===== src/rtl/vga_pkg.sv =====
`default_nettype none
// ============================================================================
// Module   : vga_pkg
// Brief    : SVGA 800x600@60 default raster timing and coordinate widths,
//            shared by the timing generator and the character boxes.
// Revision : 1.0 - initial release
// ============================================================================
package vga_pkg;

  // Coordinate widths; char_display uses the same widths for its inputs.
  localparam int unsigned X_W = 11;
  localparam int unsigned Y_W = 10;

  // SVGA 800x600@60 Hz, 40 MHz pixel rate.
  localparam int unsigned SVGA_H_VISIBLE = 800;
  localparam int unsigned SVGA_H_FRONT   = 40;
  localparam int unsigned SVGA_H_SYNC    = 128;
  localparam int unsigned SVGA_H_BACK    = 88;
  localparam int unsigned SVGA_V_VISIBLE = 600;
  localparam int unsigned SVGA_V_FRONT   = 1;
  localparam int unsigned SVGA_V_SYNC    = 4;
  localparam int unsigned SVGA_V_BACK    = 23;

  // Length of one raster dimension: visible + front porch + sync + back porch.
  function automatic int unsigned raster_total(
    input int unsigned visible,
    input int unsigned front,
    input int unsigned sync,
    input int unsigned back
  );
    return visible + front + sync + back;
  endfunction

  localparam int unsigned SVGA_H_TOTAL =
    raster_total(SVGA_H_VISIBLE, SVGA_H_FRONT, SVGA_H_SYNC, SVGA_H_BACK);  // 1056
  localparam int unsigned SVGA_V_TOTAL =
    raster_total(SVGA_V_VISIBLE, SVGA_V_FRONT, SVGA_V_SYNC, SVGA_V_BACK);  // 628

endpackage : vga_pkg
`default_nettype wire


===== src/rtl/wrap_counter.sv =====
`default_nettype none
// ============================================================================
// Module   : wrap_counter
// Brief    : Enabled up-counter 0..MAX that wraps to 0, with terminal-count
//            flag and a look-ahead of the value it will hold after this edge.
//            Synchronous reset loads MAX so the first enable lands on 0.
// Revision : 1.0 - initial release
// ============================================================================
module wrap_counter #(
  parameter int unsigned W   = 11,
  parameter int unsigned MAX = 1055
) (
  input  logic         clk,
  input  logic         reset,
  input  logic         en_i,
  output logic [W-1:0] count_o,
  output logic [W-1:0] next_o,
  output logic         tc_o
);

  localparam logic [W-1:0] MAX_V = W'(MAX);
  localparam logic [W-1:0] ONE_V = W'(1);

  logic [W-1:0] count_q;
  logic [W-1:0] count_d;

  // Terminal count: the current value is the last one before wrapping.
  always_comb begin
    tc_o = (count_q == MAX_V);
  end

  // Next value: advance on enable, wrapping after MAX.
  always_comb begin
    count_d = count_q;
    if (en_i) begin
      count_d = tc_o ? '0 : (count_q + ONE_V);
    end
  end

  // Counter register; reset parks it at MAX.
  always_ff @(posedge clk) begin
    if (reset) begin
      count_q <= MAX_V;
    end else begin
      count_q <= count_d;
    end
  end

  assign count_o = count_q;
  assign next_o  = count_d;

endmodule : wrap_counter
`default_nettype wire


===== src/rtl/vga_timing_gen.sv =====
`default_nettype none
// ============================================================================
// Module   : vga_timing_gen
// Brief    : Raster scan generator: pixel counters, hsync/vsync, visible-area
//            flag, line/frame strobes. All outputs are registered together
//            from the next counter values, so they describe the same pixel.
// Revision : 1.0 - initial release
// ============================================================================
module vga_timing_gen
  import vga_pkg::*;
#(
  parameter int unsigned H_VISIBLE = SVGA_H_VISIBLE,
  parameter int unsigned H_FRONT   = SVGA_H_FRONT,
  parameter int unsigned H_SYNC    = SVGA_H_SYNC,
  parameter int unsigned H_BACK    = SVGA_H_BACK,
  parameter int unsigned V_VISIBLE = SVGA_V_VISIBLE,
  parameter int unsigned V_FRONT   = SVGA_V_FRONT,
  parameter int unsigned V_SYNC    = SVGA_V_SYNC,
  parameter int unsigned V_BACK    = SVGA_V_BACK,
  parameter logic        SYNC_POL  = 1'b1
) (
  input  logic           clk,
  input  logic           reset,
  input  logic           pix_ce,
  output logic [X_W-1:0] pixel_x,
  output logic [Y_W-1:0] pixel_y,
  output logic           hsync,
  output logic           vsync,
  output logic           video_on,
  output logic           line_start,
  output logic           frame_start
);

  localparam int unsigned H_TOTAL = raster_total(H_VISIBLE, H_FRONT, H_SYNC, H_BACK);
  localparam int unsigned V_TOTAL = raster_total(V_VISIBLE, V_FRONT, V_SYNC, V_BACK);

  // Phase boundaries, held at full counter width.
  localparam logic [X_W-1:0] H_VIS_END  = X_W'(H_VISIBLE);
  localparam logic [X_W-1:0] H_SYNC_BEG = X_W'(H_VISIBLE + H_FRONT);
  localparam logic [X_W-1:0] H_SYNC_END = X_W'(H_VISIBLE + H_FRONT + H_SYNC);
  localparam logic [Y_W-1:0] V_VIS_END  = Y_W'(V_VISIBLE);
  localparam logic [Y_W-1:0] V_SYNC_BEG = Y_W'(V_VISIBLE + V_FRONT);
  localparam logic [Y_W-1:0] V_SYNC_END = Y_W'(V_VISIBLE + V_FRONT + V_SYNC);

  logic [X_W-1:0] x_q, x_d;
  logic [Y_W-1:0] y_q, y_d;
  logic           x_tc, y_tc;
  logic           y_en;

  logic hsync_d, vsync_d, video_on_d, line_start_d, frame_start_d;
  logic hsync_q, vsync_q, video_on_q, line_start_q, frame_start_q;

  assign y_en = pix_ce & x_tc;

  wrap_counter #(
    .W   (X_W),
    .MAX (H_TOTAL - 1)
  ) u_x_cnt (
    .clk     (clk),
    .reset   (reset),
    .en_i    (pix_ce),
    .count_o (x_q),
    .next_o  (x_d),
    .tc_o    (x_tc)
  );

  wrap_counter #(
    .W   (Y_W),
    .MAX (V_TOTAL - 1)
  ) u_y_cnt (
    .clk     (clk),
    .reset   (reset),
    .en_i    (y_en),
    .count_o (y_q),
    .next_o  (y_d),
    .tc_o    (y_tc)
  );

  // Decode sync/visible flags from the upcoming position; strobes fire only
  // on an advancing cycle whose upcoming x (and y) is 0.
  always_comb begin
    hsync_d       = ((x_d >= H_SYNC_BEG) && (x_d < H_SYNC_END)) ? SYNC_POL : ~SYNC_POL;
    vsync_d       = ((y_d >= V_SYNC_BEG) && (y_d < V_SYNC_END)) ? SYNC_POL : ~SYNC_POL;
    video_on_d    = (x_d < H_VIS_END) && (y_d < V_VIS_END);
    line_start_d  = pix_ce & x_tc;
    frame_start_d = pix_ce & x_tc & y_tc;
  end

  // Flag registers, loaded alongside the counters; reset values match the
  // parked back-porch position.
  always_ff @(posedge clk) begin
    if (reset) begin
      hsync_q       <= ~SYNC_POL;
      vsync_q       <= ~SYNC_POL;
      video_on_q    <= 1'b0;
      line_start_q  <= 1'b0;
      frame_start_q <= 1'b0;
    end else begin
      hsync_q       <= hsync_d;
      vsync_q       <= vsync_d;
      video_on_q    <= video_on_d;
      line_start_q  <= line_start_d;
      frame_start_q <= frame_start_d;
    end
  end

  assign pixel_x     = x_q;
  assign pixel_y     = y_q;
  assign hsync       = hsync_q;
  assign vsync       = vsync_q;
  assign video_on    = video_on_q;
  assign line_start  = line_start_q;
  assign frame_start = frame_start_q;

endmodule : vga_timing_gen
`default_nettype wire


===== config.mk =====
export PLATFORM = sky130hd
export DESIGN_NAME = vga_timing_gen
export DESIGN_NICKNAME = d
export VERILOG_FILES = /design/src/rtl/vga_pkg.sv /design/src/rtl/wrap_counter.sv /design/src/rtl/vga_timing_gen.sv
export SDC_FILE = /design/constraint.sdc
export NUM_CORES = 1
export LEC_CHECK = 0
export BUFFER_PORTS_ARGS = -buffer_cell sky130_fd_sc_hd__buf_2
export CAP_MARGIN = 20
export CORE_MARGIN = 3
export CORE_UTILIZATION = 55
export CTS_CLUSTER_DIAMETER = 150
export DETAILED_ROUTE_END_ITERATION = 8
export PLACE_DENSITY = 0.82
export SETUP_SLACK_MARGIN = 0.3
export SLEW_MARGIN = 20
export SYNTH_ARGS = -nofsm -noshare
export SYNTH_HDL_FRONTEND = slang
export SYNTH_SLANG_ARGS = --single-unit

===== constraint.sdc =====
create_clock -name clk -period 3.59 [get_ports clk]
set_input_delay 0 -clock clk [delete_from_list [all_inputs] [get_ports clk]]
set_output_delay 0 -clock clk [all_outputs]
set_load 0.05 [all_outputs]

# --- Word-level counts from Yosys, hierarchy flattened ---
# Cells that the tools add are included.
word_totals:
  regBits: 26
  in_bits: 3
op_classes:
  n_addsub: 2
  order_cmp: 6
  n_eq_ne: 2
  mux: 6
  bitwise_logic: 2
  n_reduce_logical: 3
op_table:
  columns: ["cell", "count"]
  rows:
  - ["$lt A11 B10 Y1 const B", 2]
  - ["$mux W11", 2]
  - ["$lt A10 B10 Y1 const B", 2]
  - ["$mux W10", 2]
  - ["$add A11 B1 Y11 const B", 1]
  - ["$eq A11 B11 Y1 const B", 1]
  - ["$ge A11 B10 Y1 const B", 1]
  - ["$add A10 B1 Y10 const B", 1]
  - ["$eq A10 B10 Y1 const B", 1]
  - ["$ge A10 B10 Y1 const B", 1]
  - ["$logic_and A1 B1 Y1", 3]
  - ["$and A1 B1 Y1", 2]
  - ["$mux W1", 2]

# --- Logic depth before layout (Yosys ltp) ---
logic_depth:
  word_depth: 6
  depth_mapped: 9
  mapped_depth_nobuf: 7

# --- By module ---
# From an unflattened synthesis, not the netlist that was laid out.
unflattened:
  hier_cells: 169
  hier_area_um2: 1451.4
by_module_without_submodules:
  columns: ["module", "instances", "cells_per_inst", "area_per_inst_um2", "seq_area_each_um2"]
  rows:
  - ["wrap_counter (u_x_cnt)", 1, 74, 650.6, 220.2]
  - ["wrap_counter (u_y_cnt)", 1, 71, 586.8, 200.2]
  - ["vga_timing_gen", 1, 24, 214.0, 100.1]

# --- Least setup slack after synthesis ---
# Ideal clock, no wire load.
synth_path:
  path_kind: "reg-to-reg"
  start: "register u_x_cnt.count_q[0], in the netlist u_x_cnt.count_o[0]"
  end: "register video_on_q, in the netlist video_on"
  setup_time_ns: 0.086
  arrival_time_ns: 2.830
  t_required_ns: 3.504
  path_slack_ns: 0.674
  stages_incl_launch_ff: 9
  n_path_buf: 1
  cell_sequence: "dfxtp_1 > ha_1 > nand4_1 > or4_1 > clkbuf_1 > nor3_1 > mux2i_1 > inv_1 > a221oi_2"
synth_between:
  elab_chain_cells: 5
  word_cells_on_any_way: 9
  classes_between: "add/sub (1); order compare (2); eq/ne (1); mux (3); bitwise (1); reduce/logical (1)"
synth_rtl:
  columns: ["item", "line", "rtl"]
  rows:
  - ["start, declared", "wrap_counter.sv:24", "logic [W-1:0] count_q;"]
  - ["start signal, assigned", "wrap_counter.sv:45", "count_q <= count_d;"]
  - ["$add A11 B1 Y11 or $eq A11 B11 Y1 (tied branches)", "wrap_counter.sv:36, wrap_counter.sv:29", null]
  - ["$mux W11 or $and A1 B1 Y1 (tied branches)", "wrap_counter.sv:36, vga_timing_gen.sv:53", null]
  - ["$mux W11 or $mux W10 (tied branches)", "wrap_counter.sv:35", "if (en_i) begin"]
  - ["$lt A11 B10 Y1 or $lt A10 B10 Y1 (tied branches)", "vga_timing_gen.sv:84", "video_on_d = (x_d < H_VIS_END) && (y_d < V_VIS_END);"]
  - ["$logic_and A1 B1 Y1 (*)", "vga_timing_gen.sv:84", null]
  - ["end signal, assigned", "vga_timing_gen.sv:101", "video_on_q <= video_on_d;"]
  - ["end, declared", "vga_timing_gen.sv:51", "logic hsync_q, vsync_q, video_on_q, line_start_q, frame_start_q;"]
# Every way passes the cells marked *; elsewhere a longest branch is shown, timed or not.
# A chain may end at the register's enable or synchronous reset.

# --- Final worst setup path ---
layout_path:
  start: "register u_x_cnt.count_q[0], in the netlist u_x_cnt.count_o[0]"
  end: "register vsync_q, in the netlist vsync"
layout_between:
  elab_chain_cells: 6
  word_cells_on_any_way: 7
  classes_between: "order compare (2); eq/ne (1); mux (2); bitwise (1); reduce/logical (1)"
layout_rtl:
  columns: ["item", "line", "rtl"]
  rows:
  - ["$eq A11 B11 Y1 (*)", "wrap_counter.sv:29", "tc_o = (count_q == MAX_V);"]
  - ["$and A1 B1 Y1 (*)", "vga_timing_gen.sv:53", "assign y_en = pix_ce & x_tc;"]
  - ["$mux W10 (*)", "wrap_counter.sv:35", null]
  - ["$ge A10 B10 Y1 or $lt A10 B10 Y1 (tied branches)", "vga_timing_gen.sv:83", "vsync_d = ((y_d >= V_SYNC_BEG) && (y_d < V_SYNC_END)) ? SYNC_POL : ~SYNC_POL;"]
  - ["$logic_and A1 B1 Y1 (*)", "vga_timing_gen.sv:83", null]
  - ["$mux W1 (*)", "vga_timing_gen.sv:83", null]
  - ["end signal, assigned", "vga_timing_gen.sv:94", "vsync_q <= ~SYNC_POL;"]
  - ["end signal, assigned", "vga_timing_gen.sv:100", "vsync_q <= vsync_d;"]
  - ["end, declared", "vga_timing_gen.sv:51", null]
# Marked as above.

==> reports/results.ini <==
[run_status]
status = complete, no violations

[place]
dp_hpwl_um = 2750
portBuffers = 28
gp_congestion = 0.898

[route]
drtIter0Drc = 112
wl_met3_um = 213
wl_per_cell_um = 15.1
first_pass_iters = 4
ant_nets = 0
m1WireLength_um = 1590
drcViolationCount = 0
routed_via_density = 6.31
vias = 1570
wl_met2_um = 1860
routed.top_layer = met4
wirelength_um = 3760

[sta]
setup_tns_ns = 0
max_freq_mhz = 358
tightest_slew_ns = 0.504
finalHoldViolCount = 0
hold_slack_ns = 0.0334
rsz0062_at_grt = no
finalCritPeriodShare_pct = 77.9
layout_min_cycle_time_ns = 2.80
fin_skew_ns = 0.00445
setup_viol = 0
relSlewSlack_pct = 66.1
report.final.slew_viol_count = 0

[final_layout]
area_delta_synth_final_pct = 10.4
diodes = 0
utilization_pct = 66.9
drive_above_1_share_pct = 20.1
nets = 225

[logic_synthesis]
synth_warnings = 0
synth-simple-area-share_pct = 34.4
synth_seq_cells = 26
synth-adder-area-share_pct = 1.59
syn_nets = 204
seq_area_frac_synth_pct = 33.2
synthCells = 199
postSynth.asyncResetShare_pct = 0
synth_top_area_cell = dfxtp_1
synth-edff-count = 0
avgSynthCellArea_um2 = 7.88
dominantRegCellSynth = dfxtp_1
netlist_area_um2 = 1570
synth_top_family_by_area = simple AND/OR/NAND/NOR gates
synth_compound_area_share_pct = 19.0
ys_top_cells_by_area = dfxtp_1, nand2_1, nor3_1
synth_top_area_share_pct = 33.2
synthXorXnorAreaFrac_pct = 5.58
synth_mux_area_share_pct = 1.36
synth_cell_types = 51

[pwr]
p_per_area_nw_per_um2 = 532
pwr-share-clk_pct = 15.6
p_int_mw = 0.515
power_frac_seq_pct = 39.6
pwr-share-comb_pct = 44.7
p_sw_share_pct = 44.0
leakagePower_nw = 0.678
power_switching_mw = 0.405
vdd_drop_max_mv = 0.368
p_total_mw = 0.920

[worst_setup_path]
critPathSlowestCell = or4_1
worstReg2RegStart = u_x_cnt.count_o[0]
rr_endpoint = vsync
crit_chain = ha_1 -> nand4_1 -> or4_1 -> nor3_1 -> mux2i_1 -> nand3_1 -> nor4_1
critPathMaxStageDelay_ns = 0.74
ff2ff_setup_slack_ns = 0.79
timing.critical_path.required_ns = 3.81
endpoint_kind = register
crit_buf_inv = 0
critPathMaxFanout = 7
rr_worst_depth = 7
path_class = register to register
crit_arrival_ns = 3.02
path_delay_family = simple AND/OR/NAND/NOR gates
cp-start-kind = register

[die]
initial_utilization_pct = 60.6
fp-row-count = 18
die_h_um = 59.4
die_area_um2 = 3530
io_pins = 29
core_area_um2 = 2590
die_w_um = 59.4

[global_route]
antenna_found_initial = 0
grt_usage_pct = 23.3
grt_pass1_wl_um = 6380
grt_pass1_vias = 1469
grt_max_degree = 22
grt-ovfl-total = 0

[hold_path]
worstHoldEndpoint = u_x_cnt.count_o[1]
hold_start = pix_ce
hold_depth = 3
hold_class = primary input to register

[cts]
cts_tree = yes
cts_buffer_depth = 2
clock_latency_ns = 0.31
path_clk_slew_ns = 0.13
root_buffer = clkbuf_4
cts_hold_buf = 0
clock-sinks = 26
post_cts_buffers = 0
cts_resized = 0
cts_htree_levels = 1
cts_made_buffers = 3

[flow_run]
max_cap_viol_count = 0

## synthesized netlist by cell type, types with 5 or more instances
cell,n
nand3_1,9
a21oi_1,10
nand2b_1,5
nand4_1,8
nor2_1,14
o21ai_0,12
clkbuf_1,10
xor2_1,6
dfxtp_1,26
nand2_1,20
inv_1,5
nor3_1,15
## worst max path at each step
stage                     cells after the start               start        to  slack, ns
after detailed placement                      7  u_x_cnt.count_o[0]     vsync       0.86
after CTS                                     7  u_x_cnt.count_o[0]     vsync       0.83
after global routing                          7  u_x_cnt.count_o[0]  video_on       0.60
after global placement                        7  u_x_cnt.count_o[0]  video_on       0.98
final                                         7  u_x_cnt.count_o[0]     vsync       0.79
after floorplan                               8  u_x_cnt.count_o[0]  video_on       0.67
## through the flow
stage / area (um^2) / instances / setup slack (ns)
after global routing: 1730 / 249 / 0.601
after detailed placement: 1700 / 245 / 0.862
after global placement: 1700 / 245 / 0.980
after floorplan: 1570 / 199 / 0.674
after CTS: 1730 / 249 / 0.825
final: 1730 / 249 / 0.793
## power groups by stage
stage          Combinational [mW]  Sequential (mW)  Clock, mW
2_1_floorplan               0.263            0.444          0
4_1_cts                     0.408            0.363      0.152
6_report                    0.412            0.365      0.144
3_3_place_gp                0.398            0.367          0
3_5_place_dp                0.407            0.369          0
5_1_grt                     0.450            0.372      0.162
## placed cells by master (no fill, tap or decap), types with 3 or more instances in the layout
cell type,Yosys,routed
xnor2_1,4,4
and4_1,3,3
clkbuf_4,0,3
and3_1,4,4
o21ai_0,12,12
nor2_1,14,14
nand2_1,20,20
a211o_1,3,3
o31ai_1,3,3
nand2b_1,5,5
xor2_1,6,6
dfxtp_1,26,26
or3_1,4,4
nand3_1,9,9
inv_1,5,5
nand4_1,8,8
nor3_1,15,15
a21oi_1,10,10
buf_2,1,28
## worst register-to-register path: stages (launching register included)
cell and delay, ns:
dfxtp_1 0.44, ha_1 0.29, nand4_1 0.33, or4_1 0.75
nor3_1 0.33, mux2i_1 0.26, nand3_1 0.10, nor4_1 0.20
## layer usage
layer / up-vias / global-route usage (%)
met5: - / 0
met4: 0 / 11.7
met1: 732 / 29.0
li1: 775 / -
met3: 13 / 2.61
met2: 50 / 39.5
## registers in the layout, summed over array words and instances (netlist names)
name             flops
u_x_cnt.count_o     11
u_y_cnt.count_o     10
frame_start          1
hsync                1
line_start           1
video_on             1
vsync                1
## cells by family after synthesis
kind of cell               count (synthesis)
DFF                                       26
adders and majority gates                  2
xor gates and xnor gates                  10
AOI/OAI and AO/OA                         44
and+or+nand+nor                           97
buffers and inverters                     18
muxes                                      2
## final cells by class
| cell class | count | area [um^2] |
|---|---|---|
| multi-input combinational | 155 | 971 |
| fill | 217 | 858 |
| sequential | 26 | 520 |
| timing repair buffer | 29 | 148 |
| tap | 30 | 37.5 |
| clock buffer | 4 | 36.3 |
| inverter | 5 | 18.8 |
(Power assumes the default switching activity.)
